## config.mk

```make
export PLATFORM = sky130hd
export DESIGN_NAME = pipeline_rx_fifo
export DESIGN_NICKNAME = d
export VERILOG_FILES = /design/src/rtl/pipeline_rx_pkg.sv /design/src/rtl/rx_sync_fifo.sv /design/src/rtl/pipeline_rx_fifo.sv
export SDC_FILE = /design/constraint.sdc
export NUM_CORES = 1
export LEC_CHECK = 0
export CORE_ASPECT_RATIO = 0.9
export CORE_MARGIN = 2
export CORE_UTILIZATION = 48
export CTS_CLUSTER_DIAMETER = 200
export DETAILED_ROUTE_END_ITERATION = 8
export PLACE_DENSITY = 0.83
export RECOVER_POWER = 25
export SLEW_MARGIN = 15
export SYNTH_ARGS = -nofsm -noshare
export SYNTH_HDL_FRONTEND = slang
export SYNTH_SLANG_ARGS = --single-unit
```

## constraint.sdc

```tcl
create_clock -name clk -period 2.4 [get_ports clk]
set_clock_uncertainty 0.05 [all_clocks]
set_input_delay 0.6 -clock clk [delete_from_list [all_inputs] [get_ports clk]]
set_output_delay 0.6 -clock clk [all_outputs]
set_load 0.02 [all_outputs]
```

## src/rtl/pipeline_rx_pkg.sv

```systemverilog
// Shared types and default parameters for the pipeline receiver.
package pipeline_rx_pkg;

  typedef enum logic [1:0] {
    RESYNC = 2'd0,
    IDLE   = 2'd1,
    ACK    = 2'd2
  } rx_state_t;

  localparam int DATA_W_DEF      = 4;
  localparam int DEPTH_DEF       = 4;
  localparam int SYNC_STAGES_DEF = 2;

endpackage

```

## src/rtl/rx_sync_fifo.sv

```systemverilog
// Show-ahead synchronous FIFO; pushes when full and pops when empty are dropped.
module rx_sync_fifo
  import pipeline_rx_pkg::*;
#(
  parameter int DATA_W = DATA_W_DEF,
  parameter int DEPTH  = DEPTH_DEF,
  localparam int AW    = $clog2(DEPTH)
) (
  input  logic              clk_i,
  input  logic              rst_b_i,
  input  logic              push_i,
  input  logic [DATA_W-1:0] wdata_i,
  input  logic              pop_i,
  output logic [DATA_W-1:0] rdata_o,
  output logic [AW:0]       count_o,
  output logic              full_o,
  output logic              empty_o
);

  localparam logic [AW:0] FULL_CNT = DEPTH[AW:0];

  logic [DATA_W-1:0] mem_q [DEPTH];
  logic [AW-1:0]     wr_ptr_q, rd_ptr_q;
  logic [AW:0]       count_q, count_d;
  logic              push_en, pop_en;

  assign full_o  = (count_q == FULL_CNT);
  assign empty_o = (count_q == '0);
  assign push_en = push_i && !full_o;
  assign pop_en  = pop_i && !empty_o;
  assign rdata_o = mem_q[rd_ptr_q];
  assign count_o = count_q;

  always_comb begin
    count_d = count_q;
    case ({push_en, pop_en})
      2'b10:   count_d = count_q + 1'b1;
      2'b01:   count_d = count_q - 1'b1;
      default: count_d = count_q;
    endcase
  end

  always_ff @(posedge clk_i) begin
    if (!rst_b_i) begin
      for (int i = 0; i < DEPTH; i++) mem_q[i] <= '0;
      wr_ptr_q <= '0;
      rd_ptr_q <= '0;
      count_q  <= '0;
    end else begin
      if (push_en) begin
        mem_q[wr_ptr_q] <= wdata_i;
        wr_ptr_q        <= wr_ptr_q + 1'b1;
      end
      if (pop_en) rd_ptr_q <= rd_ptr_q + 1'b1;
      count_q <= count_d;
    end
  end

endmodule

```

## src/rtl/pipeline_rx_fifo.sv

```systemverilog
// Receives 4-phase req/ack tokens from the async pipeline into the clk domain
// and presents them on a valid/ready port; backpressure withholds the ack.
//
// state  | meaning
// RESYNC | after reset: wait out chain fill, then until req_s is low
// IDLE   | ack low; capture on req_s when FIFO has room
// ACK    | ack high; wait for req_s to fall
module pipeline_rx_fifo
  import pipeline_rx_pkg::*;
#(
  parameter int DATA_W      = DATA_W_DEF,
  parameter int DEPTH       = DEPTH_DEF,
  parameter int SYNC_STAGES = SYNC_STAGES_DEF
) (
  input  logic                     clk,
  input  logic                     reset,
  input  logic                     request_in,
  input  logic [DATA_W-1:0]        data_in,
  output logic                     ack_out,
  output logic [DATA_W-1:0]        out_data,
  output logic                     out_valid,
  input  logic                     out_ready,
  output logic [$clog2(DEPTH):0]   count
);

  localparam int HW = $clog2(SYNC_STAGES + 1);
  localparam logic [HW-1:0] HOLD_LOAD = SYNC_STAGES[HW-1:0];

  logic [SYNC_STAGES-1:0] sync_q;
  logic                   req_s;
  rx_state_t              state_q, state_d;
  logic [HW-1:0]          hold_q, hold_d;
  logic                   ack_q;
  logic                   push;
  logic                   full, empty;

  always_ff @(posedge clk) begin
    if (!reset) sync_q <= '0;
    else        sync_q <= {sync_q[SYNC_STAGES-2:0], request_in};
  end
  assign req_s = sync_q[SYNC_STAGES-1];

  // The chain is cleared by reset, so RESYNC must let it refill before
  // trusting a low req_s; otherwise a request held across reset is recaptured.
  always_comb begin
    state_d = state_q;
    hold_d  = hold_q;
    push    = 1'b0;
    case (state_q)
      RESYNC: begin
        if (hold_q != '0)  hold_d  = hold_q - 1'b1;
        else if (!req_s)   state_d = IDLE;
      end
      IDLE: begin
        if (req_s && !full) begin
          push    = 1'b1;
          state_d = ACK;
        end
      end
      ACK: begin
        if (!req_s) state_d = IDLE;
      end
      default: state_d = RESYNC;
    endcase
  end

  always_ff @(posedge clk) begin
    if (!reset) begin
      state_q <= RESYNC;
      hold_q  <= HOLD_LOAD;
      ack_q   <= 1'b0;
    end else begin
      state_q <= state_d;
      hold_q  <= hold_d;
      ack_q   <= (state_d == ACK);
    end
  end

  assign ack_out   = ack_q;
  assign out_valid = !empty;

  rx_sync_fifo #(
    .DATA_W (DATA_W),
    .DEPTH  (DEPTH)
  ) u_fifo (
    .clk_i   (clk),
    .rst_b_i (reset),
    .push_i  (push),
    .wdata_i (data_in),
    .pop_i   (out_ready),
    .rdata_o (out_data),
    .count_o (count),
    .full_o  (full),
    .empty_o (empty)
  );

endmodule
```

==> reports/metrics.yaml, run 1 <==
area_growth_pct: 20.00
netlist-cell-type-count: 35
path_max_fanout: 2
p_int_w: 0.0009238
dieArea_mm2: 0.003410
fmax_mhz: 446.0
cap_violations: 0
yosys.area.top_type: "edfxtp_1"
synth_cells: 119
synth.top_cell.area_share_pct: 33.83
drtPass1Iterations: 4
ys_seq_area_share_pct: 56.39
seqPwrFrac_pct: 52.3
status: "finished clean"
relSlewSlack_pct: 54.78
fin_crit_sh_pct: 93.41
n_antenna_cell: 0
clkTransAtPathRegs_ps: 90
grt_pass1_vias: 985
synth-main-ff-cell: "edfxtp_1"
yosys_warnings: 0
start_kind: "primary input"
gp_congestion: 0.7682
synth_edf_count: 16
clk_latency_ps: 330
power.density_mw_per_mm2: 715.0
setup_violations: 0
initial_core_util_pct: 51.26
crit_type: "in -> reg"
overflow: 0
via_per_inst: 5.092
cts.root.buffer_cell: "clkbuf_4"
die_h_um: 55.60
antenna_left: 0
nets: 154
grt_max_degree: 14
cts_tree: "yes"
wl_um: 2421
pin_count: 17
cts_made_buffers: 5
placed_cells: 176
grt_antenna_before_repair: 0
pwr-share-clk_pct: 32.6
synthTopCellsByCount: "16 x dfxtp_1, 16 x edfxtp_1, 12 x nand2_1"
wl_per_cell_um: 13.16
drive_gt1_share_pct: 16.67
worst_pin_slew_ps: 672.6
p_leak_nw: 0.6368
drv_slew: 0
dieWidth_um: 61.34
syn-num-nets: 130
hold_violations: 0
grt.total_usage_pct: 17.77
cts.sinks: 32
coreArea_mm2: 0.002770
port-buffer-count: 16
crit_arrival_ps: 2460
htreeDepth: 2
dr_total_vias: 937
p_sw_w: 0.0002946
ir_drop_mv: 0.4669
async_flop_share_pct: 0
post_synth.cell_area_avg_um2: 11.93
cp.required_ps: 2620
postLayoutCoreUtil_pct: 61.52
ys_seq_elements: 32
cp-end-kind: "flop"
grt_first_pass_wirelength_um: 4340
postCtsSetupBuffers: 0
drc_errors: 0
fin_crit_ps: 2242
clockBufferDepth: 2
dp_hpwl_um: 1784
finalSetupTns_ps: 0
rows: 18
rsz0062_at_grt: "false"
final_cells: 184
hold_class: "reg -> reg"
netlist_area_mm2: 0.001420
drt-initial-drc-count: 24
synth_area_leaders: "edfxtp_1 34%, dfxtp_1 23%, mux4_2 6.3%"
power.share.switching_pct: 24.18
p_comb_share_pct: 15.1
[cell families (layout without fill, tap and decap cells)]
logic type      count (synthesis)  in the layout  share of synthesized area, %
simple gates                   48             48                         18.59
flops                          32             32                         56.39
compound gates                 13             13                         7.136
buf+inv                        13             38                         4.581
xor+xnor                        5              5                         3.084
mux                             5              5                         7.049
fa+ha+maj                       3              3                         3.172
[registers in the layout, indices dropped and copies added, names as in the netlist, named ones only]
| signal | count |
|---|---|
| ack_out | 1 |
| u_fifo.mem_q | 16 |
| state_q | 2 |
| hold_q | 2 |
| u_fifo.rd_ptr_q | 2 |
| sync_q | 2 |
| u_fifo.wr_ptr_q | 2 |
| u_fifo.count_o | 3 |
[layout make-up]
type / instances / area, µm²
multi-input cells: 74 / 543.0
well taps: 40 / 50.05
fillers: 238 / 1066
inverters: 7 / 26.28
flip-flops and latches: 32 / 802.0
clock buffers: 6 / 41.29
repair buffers: 23 / 206.4
clock inverters: 2 / 35.03
[power by group through the flow]
stage | Combinational (W) | Clock (W) | Sequential (W)
2_1_floorplan | 0.000125 | 0 | 0.000648
3_3_place_gp | 0.000181 | 0 | 0.000647
3_5_place_dp | 0.000193 | 0 | 0.000650
4_1_cts | 0.000190 | 0.000410 | 0.000638
5_1_grt | 0.000211 | 0.000438 | 0.000644
6_report | 0.000184 | 0.000397 | 0.000637
[through the flow]
step / power [W] / setup slack [ps] / area [µm²] / hold slack (ps)
finish: 0.001218 / 158.0 / 1704 / 394.0
global route: 0.001293 / 21.28 / 1704 / 411.9
CTS: 0.001238 / 13.75 / 1717 / 400.4
detailed placement: 0.0008438 / -194.3 / 1644 / 378.3
global placement: 0.0008275 / -103.2 / 1644 / 368.1
floorplan: 0.0007735 / 10.08 / 1420 / 361.9
[layer usage]
metal,GRT usage (%),share of wire [%],vias up
met5,0,0,-
met4,9.119,3.1,0
met3,6.977,4.0,8
met2,27.51,52,17
met1,20.95,41,446
li1,-,-,466
[path summary, 6_finish.rpt]
kind / start / to / slack, ps / cells after the start
setup / recovery: out_ready / u_fifo.count_o[2]$_SDFFE_PN0P_ / 160 / 8
hold reg to reg: sync_q[0]$_SDFF_PN0_ / sync_q[1]$_SDFF_PN0_ / 390 / 1
hold / removal: sync_q[0]$_SDFF_PN0_ / sync_q[1]$_SDFF_PN0_ / 390 / 1
setup reg to reg: u_fifo.count_o[0]$_SDFFE_PN0P_ / u_fifo.count_o[2]$_SDFFE_PN0P_ / 240 / 8
[worst max-delay path, stage by stage]
cell and delay, ps:
clkdlybuf4s50_1 470, o31a_1 160, ha_1 190, inv_1 60, fa_1 370, xor2_1 160
or3_1 300, a21boi_1 140
[what timing repair did]
| action | CTS | global route |
|---|---|---|
| hold buffers | 0 | 0 |
| resized for setup | 5 | 1 |
| endpoints found under the setup margin | 4 | 1 |
| cloned | 0 | 0 |
[layout by cell type (no fill, tap or decap), types with 2 or more instances in the layout]
cell type	n
o21ai_0	3
xnor2_1	4
ha_1	2
nand2_1	12
mux4_2	4
nor2b_1	2
or3_1	4
and2_0	2
nor2_2	4
o31ai_1	2
clkbuf_4	6
buf_4	5
inv_1	7
dfxtp_1	15
and2_1	4
edfxtp_1	16
nor2_1	8
clkdlybuf4s50_1	10
dlygate4sd2_1	4
nor4_1	4
clkbuf_1	2
a21boi_1	3
No activity file was read; power rests on OpenSTA's default activity.
==> run 2, diff against run 1 <==
--- a/config.mk
+++ b/config.mk
@@ -6,11 +6,10 @@
 export NUM_CORES = 1
 export LEC_CHECK = 0
 export CORE_ASPECT_RATIO = 0.9
-export CORE_MARGIN = 2
-export CORE_UTILIZATION = 48
+export CORE_UTILIZATION = 54
 export CTS_CLUSTER_DIAMETER = 200
 export DETAILED_ROUTE_END_ITERATION = 8
-export PLACE_DENSITY = 0.83
+export PLACE_DENSITY = 0.88
 export RECOVER_POWER = 25
 export SLEW_MARGIN = 15
 export SYNTH_ARGS = -nofsm -noshare
==> constraint.sdc (replaced) <==
create_clock -name clk -period 2.25 [get_ports clk]
set_clock_uncertainty 0.05 [all_clocks]
set_input_delay 0.5625 -clock clk [delete_from_list [all_inputs] [get_ports clk]]
set_output_delay 0.5625 -clock clk [all_outputs]
set_load 0.02 [all_outputs]
==> run 2 against run 1 <==
Against the previous run:
- die area is 17% lower
- routed wire length down 5.4%
- sequential power grew 6.1%
- highest routed layer unchanged
- combinational power increased by 5%
- via count decreased by 3.5%
==> reports/metrics.yaml, run 2 (synthesis gave the netlist of run 1 again) <==
cts.root.buffer_cell: "clkbuf_4"
grt_antenna_before_repair: 0  # unchanged
pwr-share-clk_pct: 34.1  # +1.5 points
ff2ff_path_depth: 8  # unchanged
regMostFlops: "u_fifo.mem_q"
hold_class: "reg -> reg"
wl_per_cell_um: 13.48  # +2.4%
relSlewSlack_pct: 53.52  # -1.3 points
drive_gt1_share_pct: 19.72  # +3.1 points
largest_reg_flops: 16  # unchanged
drt-initial-drc-count: 19  # -21%
dieArea_mm2: 0.002839  # -17%
overflow: 0  # unchanged
power.share.switching_pct: 23.42  # -0.76 points
layout_common_cells: "16 x edfxtp_1, 12 x nand2_1, 12 x dfxtp_1"
placed_cells: 162  # -8.0%
finalSetupTns_ps: 0  # unchanged
htreeDepth: 2  # unchanged
holdBufCountCts: 0  # unchanged
pin_count: 17  # unchanged
power.density_mw_per_mm2: 765.8  # +7.1%
hp-start: "sync_q[0]$_SDFF_PN0_"
die_h_um: 50.65  # -8.9%
clkTransAtPathRegs_ps: 100  # about the same
crit_type: "reg -> out"
p_leak_nw: 0.6405  # +0.57%
port-buffer-count: 16  # unchanged
clk_latency_ps: 320  # about the same
setup_violations: 0  # unchanged
gp_congestion: 0.8188  # +6.6%
drtPass1Iterations: 4  # unchanged
n_antenna_cell: 0  # unchanged
rrSetupSlack_ps: 110  # -130 ps
coreArea_mm2: 0.002467  # -11%
fmax_mhz: 462.2
worst_pin_slew_ps: 691.3  # +18.71 ps
min_path_cells: 1  # unchanged
cp_cell_sequence: "mux4_2, dlygate4sd2_1"
cts_made_buffers: 5  # unchanged
start_kind: "flop"
rows: 17  # -1
cp.required_ps: 1640  # -980 ps
fillers: 171  # -28%
initial_core_util_pct: 57.56  # +6.3 points
nets: 152  # -1.3%
hold_violations: 0  # unchanged
drv_slew: 0  # unchanged
crit_arrival_ps: 1550  # -910 ps
max_stage_delay_ps: 490  # +20 ps
fin_crit_sh_pct: 96.16
slowest_stage: "mux4_2"
drc_errors: 0  # unchanged
cp-end-kind: "output port"
path_buf_inv: 1  # -1
p_sw_w: 0.0003093  # +5.0%
final_cells: 170  # -7.6%
status: "finished clean"
via_per_inst: 5.318  # +4.4%
cts.sinks: 32  # unchanged
grt_max_degree: 17  # +3
dr_total_vias: 904  # -3.5%
ir_drop_mv: 0.5729  # +23%
cts_tree: "yes"
wl_um: 2291  # -5.4%
grt.total_usage_pct: 19.26  # +1.5 points
seqPwrFrac_pct: 51.2  # -1.1 points
cap_violations: 0  # unchanged
p_int_w: 0.001011  # +9.4%
path_max_fanout: 4  # +2
worst_r2r_endpoint: "u_fifo.count_o[2]$_SDFFE_PN0P_"
antenna_left: 0  # unchanged
rsz0062_at_grt: "false"
worst_slack_ps: 86.35  # -71.69 ps
min_to: "sync_q[1]$_SDFF_PN0_"
area_growth_pct: 21.41
rr_startpoint: "u_fifo.count_o[1]$_SDFFE_PN0P_"
p_comb_share_pct: 14.7  # -0.4 points
dp_slack_ps: -337.1  # -142.7 ps
grt_pass1_vias: 902  # -8.4%
dp_hpwl_um: 1754  # -1.7%
critical_path.top_delay_family: "multiplexers"
total_power_w: 0.001320  # +8.4%
fin_crit_ps: 2164
clockBufferDepth: 2  # unchanged
dieWidth_um: 56.06  # -8.6%
grt_first_pass_wirelength_um: 3960  # -8.8%
final_common_cell: "edfxtp_1"
-- run 2: worst max path at each step --
| stage | end | slack [ps] | cells after the start |
|---|---|---|---|
| finish | out_data[1] | 90 | 2 |
| global route | out_data[3] | 20 | 2 |
| CTS | u_fifo.count_o[2]$_SDFFE_PN0P_ | 7 | 8 |
| detailed placement | u_fifo.count_o[2]$_SDFFE_PN0P_ | -340 | 8 |
| global placement | u_fifo.count_o[2]$_SDFFE_PN0P_ | -240 | 8 |
| floorplan | u_fifo.count_o[2]$_SDFFE_PN0P_ | 30 | 9 |
-- run 2: final cells by class --
type,instances,area [µm²],share of cell area [%]
inverter,7,26.28,1.524
timing repair buffer,21,190.2,11.03
multi-input combinational,74,574.3,33.31
tap,28,35.03,2.032
sequential,32,813.3,47.17
clock buffer,6,51.30,2.975
clock inverter,2,33.78,1.959
-- run 2: metrics by stage --
step	hold WS (ps)	utilization [%]	cell area, µm²
floorplan	361.9	-	1449
global placement	371.8	66.58	1643
detailed placement	383.7	66.58	1643
CTS	407.1	69.83	1723
global route	431.0	69.88	1724
finish	399.8	69.88	1724
-- run 2: layer usage --
| metal | part of all wire [%] | GRT usage (%) | up-vias |
|---|---|---|---|
| li1 | - | - | 462 |
| met1 | 41 | 21.22 | 413 |
| met4 | 2.0 | 6.504 | 0 |
| met2 | 53 | 33.13 | 22 |
| met5 | 0 | 0 | - |
| met3 | 3.9 | 8.763 | 7 |
-- run 2: power by group through the flow --
stage	clock, W	combinational [W]	sequential, W
finish	0.000450	0.000194	0.000676
global route	0.000489	0.000217	0.000682
CTS	0.000457	0.000199	0.000678
detailed placement	0	0.000205	0.000691
global placement	0	0.000197	0.000688
floorplan	0	0.000137	0.000690
-- run 2: worst register-to-register path, cell delays in order (launching register included) --
cell and delay, ps:
dfxtp_4 380, or3b_4 420, nand2_4 90, ha_4 130
inv_1 50, fa_1 370, xor2_1 160, or3_1 310
a21boi_1 120
-- run 2: repair_timing --
item	4_1_cts	5_1_grt
pin swaps	0	1
buffers inserted	0	0
setup endpoints to repair	5	3
gates resized for setup	6	2
==> run 3, diff against run 2 <==
--- a/config.mk
+++ b/config.mk
@@ -6,11 +6,11 @@
 export NUM_CORES = 1
 export LEC_CHECK = 0
 export CORE_ASPECT_RATIO = 0.9
-export CORE_UTILIZATION = 54
+export CORE_UTILIZATION = 51
 export CTS_CLUSTER_DIAMETER = 200
 export DETAILED_ROUTE_END_ITERATION = 8
-export PLACE_DENSITY = 0.88
-export RECOVER_POWER = 25
+export PLACE_DENSITY = 0.84
+export RECOVER_POWER = 50
 export SLEW_MARGIN = 15
 export SYNTH_ARGS = -nofsm -noshare
 export SYNTH_HDL_FRONTEND = slang
==> run 3 against run 2 <==
Against the previous run:
- the run now ends with DRC left
- register-to-register slack barely moved
- count of clock-buffer cells in the layout did not move
- non-clock buffer count rose by 2
- global-route usage rose by 1.6 points
- largest cell class unchanged
==> reports/metrics.yaml, run 3 (synthesis gave the netlist of run 1 again) <==
clockBufferDepth: 2  # unchanged
layout_common_cells: "16 x edfxtp_1, 13 x dfxtp_1, 12 x nand2_1"
drive_gt1_share_pct: 21.53  # +1.8 points
cap_violations: 0  # unchanged
rr_startpoint: "u_fifo.count_o[2]$_SDFFE_PN0P_"
dieArea_mm2: 0.003000  # +5.7%
fin_area_mm2: 0.001735  # +0.65%
min_to: "sync_q[1]$_SDFF_PN0_"
cts.root.buffer_cell: "clkbuf_4"
relSlewSlack_pct: 51.72  # -1.8 points
cp.required_ps: 1640  # about the same
htreeDepth: 2  # unchanged
cts_made_buffers: 5  # unchanged
initial_core_util_pct: 55.64  # -1.9 points
rsz0062_at_grt: "true"
overflow: 0  # unchanged
cp-end-kind: "output port"
status: "complete, but fails checks"
drtPass1Iterations: 6  # +2
largest_reg_flops: 16  # unchanged
antenna_left: 0  # unchanged
via_per_inst: 5.605  # +5.4%
fmax_mhz: 461.3  # -0.19%
n_antenna_cell: 0  # unchanged
fin_hold_ws_ps: 395.0  # -4.720 ps
clkTransAtPathRegs_ps: 90  # about the same
area_growth_pct: 22.20
die_h_um: 52.06  # +2.8%
clk_latency_ps: 320  # about the same
wl_per_cell_um: 15.16  # +12%
placed_cells: 162  # unchanged
drt-initial-drc-count: 19  # unchanged
grt.total_usage_pct: 20.82  # +1.6 points
total_power_w: 0.001297  # -1.8%
grt_max_degree: 17  # unchanged
violations: "DRC"
regMostFlops: "u_fifo.mem_q"
fin_crit_ps: 2168  # +4.069 ps
ir_drop_mv: 0.4608  # -20%
crit_type: "reg -> out"
coreArea_mm2: 0.002552  # +3.4%
wl_um: 2607  # +14%
path_max_fanout: 4  # unchanged
cts.sinks: 32  # unchanged
cts_tree: "yes"
final_common_cell: "edfxtp_1"
fillers: 198  # +16%
grt_pass1_vias: 973  # +7.9%
drc_errors: 2  # +2
dieWidth_um: 57.63  # +2.8%
setup_violations: 0  # unchanged
dp_hpwl_um: 1985  # +13%
dr_total_vias: 964  # +6.6%
p_leak_nw: 0.6516  # +1.7%
port-buffer-count: 16  # unchanged
rows: 17  # unchanged
worst_pin_slew_ps: 718.0  # +26.75 ps
fin_crit_sh_pct: 96.34  # +0.18 points
grt_antenna_before_repair: 0  # unchanged
hold_class: "reg -> reg"
final_cells: 172  # +1.2%
drv_slew: 0  # unchanged
rrSetupSlack_ps: 100  # about the same
placed_cell_area_mm2: 0.001643  # unchanged
postLayoutCoreUtil_pct: 67.99  # -1.9 points
grt_first_pass_wirelength_um: 4367  # +10%
power.density_mw_per_mm2: 747.4  # -2.4%
gp_congestion: 0.8581  # +4.8%
crit_arrival_ps: 1560  # about the same
min_path_cells: 1  # unchanged
hp-start: "sync_q[0]$_SDFF_PN0_"
worst_r2r_endpoint: "u_fifo.count_o[2]$_SDFFE_PN0P_"
pin_count: 17  # unchanged
nets: 154  # +1.3%
ff2ff_path_depth: 8  # unchanged
hold_violations: 0  # unchanged
start_kind: "flop"
## run 3: changes by cell type in the layout (fill, tap and decap cells not counted)
cell      before  now
clkinv_2       0    1
fa_1           1    0
dfxtp_1       12   13
buf_4          4    7
fa_2           0    1
clkinv_1       1    0
dfxtp_2        1    0
clkbuf_8       1    0
## run 3: how the worst max path moves through the flow
stage                                    from                             end  slack, ps  cells past startpoint
2_1_floorplan  u_fifo.count_o[2]$_SDFFE_PN0P_  u_fifo.count_o[2]$_SDFFE_PN0P_         30                      9
3_3_place_gp                        out_ready  u_fifo.count_o[2]$_SDFFE_PN0P_       -240                      8
3_5_place_dp                        out_ready  u_fifo.count_o[2]$_SDFFE_PN0P_       -360                      8
4_1_cts                             out_ready  u_fifo.count_o[2]$_SDFFE_PN0P_        0.2                      8
5_1_grt        u_fifo.count_o[2]$_SDFFE_PN0P_  u_fifo.count_o[2]$_SDFFE_PN0P_        -10                      8
6_report                                 flop                     out_data[1]         80                      2
## run 3: stage by stage
stage | worst slack (ps) | TNS [ps]
after floorplan | 29.17 | 0
after global placement | -244.1 | -255.1
after detailed placement | -359.7 | -457.6
after CTS | 0.1870 | 0
after global routing | -12.96 | -12.96
final | 82.28 | 0
## run 3: report_power, final
part	internal, W	switching, W	leakage (nW)
Clock	0.000233	0.000185	0.0422
Sequential	0.000650	0.0000274	0.298
Combinational	0.000103	0.0000985	0.312
Total	0.000986	0.000311	0.652
## run 3: repair_timing
action,in CTS,in global routing
endpoints found under the setup margin,6,5
pin swaps,0,4
setup buffers,1,1
gates resized for setup,6,3
hold buffers,0,0
## run 3: worst max-delay path, cell delays in order, from the launching register on
cell           delay, ps
dfxtp_4              400
mux4_2               490
dlygate4sd2_1        340
## run 3: area by class of cell
cell class                 count  area, µm²  share of cell area (%)
sequential                    32      812.0                   46.79
multi-input combinational     74      576.8                   33.24
timing repair buffer          23      209.0                   12.04
clock buffer                   6      41.29                   2.379
clock inverter                 2      35.03                   2.019
tap                           28      35.03                   2.019
inverter                       7      26.28                   1.514
## run 3: layer usage
metal / up-vias / track usage [%] / wire [µm]
li1: 467 / - / -
met4: 0 / 9.756 / 60
met5: - / 0 / 0
met1: 471 / 22.85 / 994
met2: 19 / 36.05 / 1454
met3: 7 / 7.463 / 97
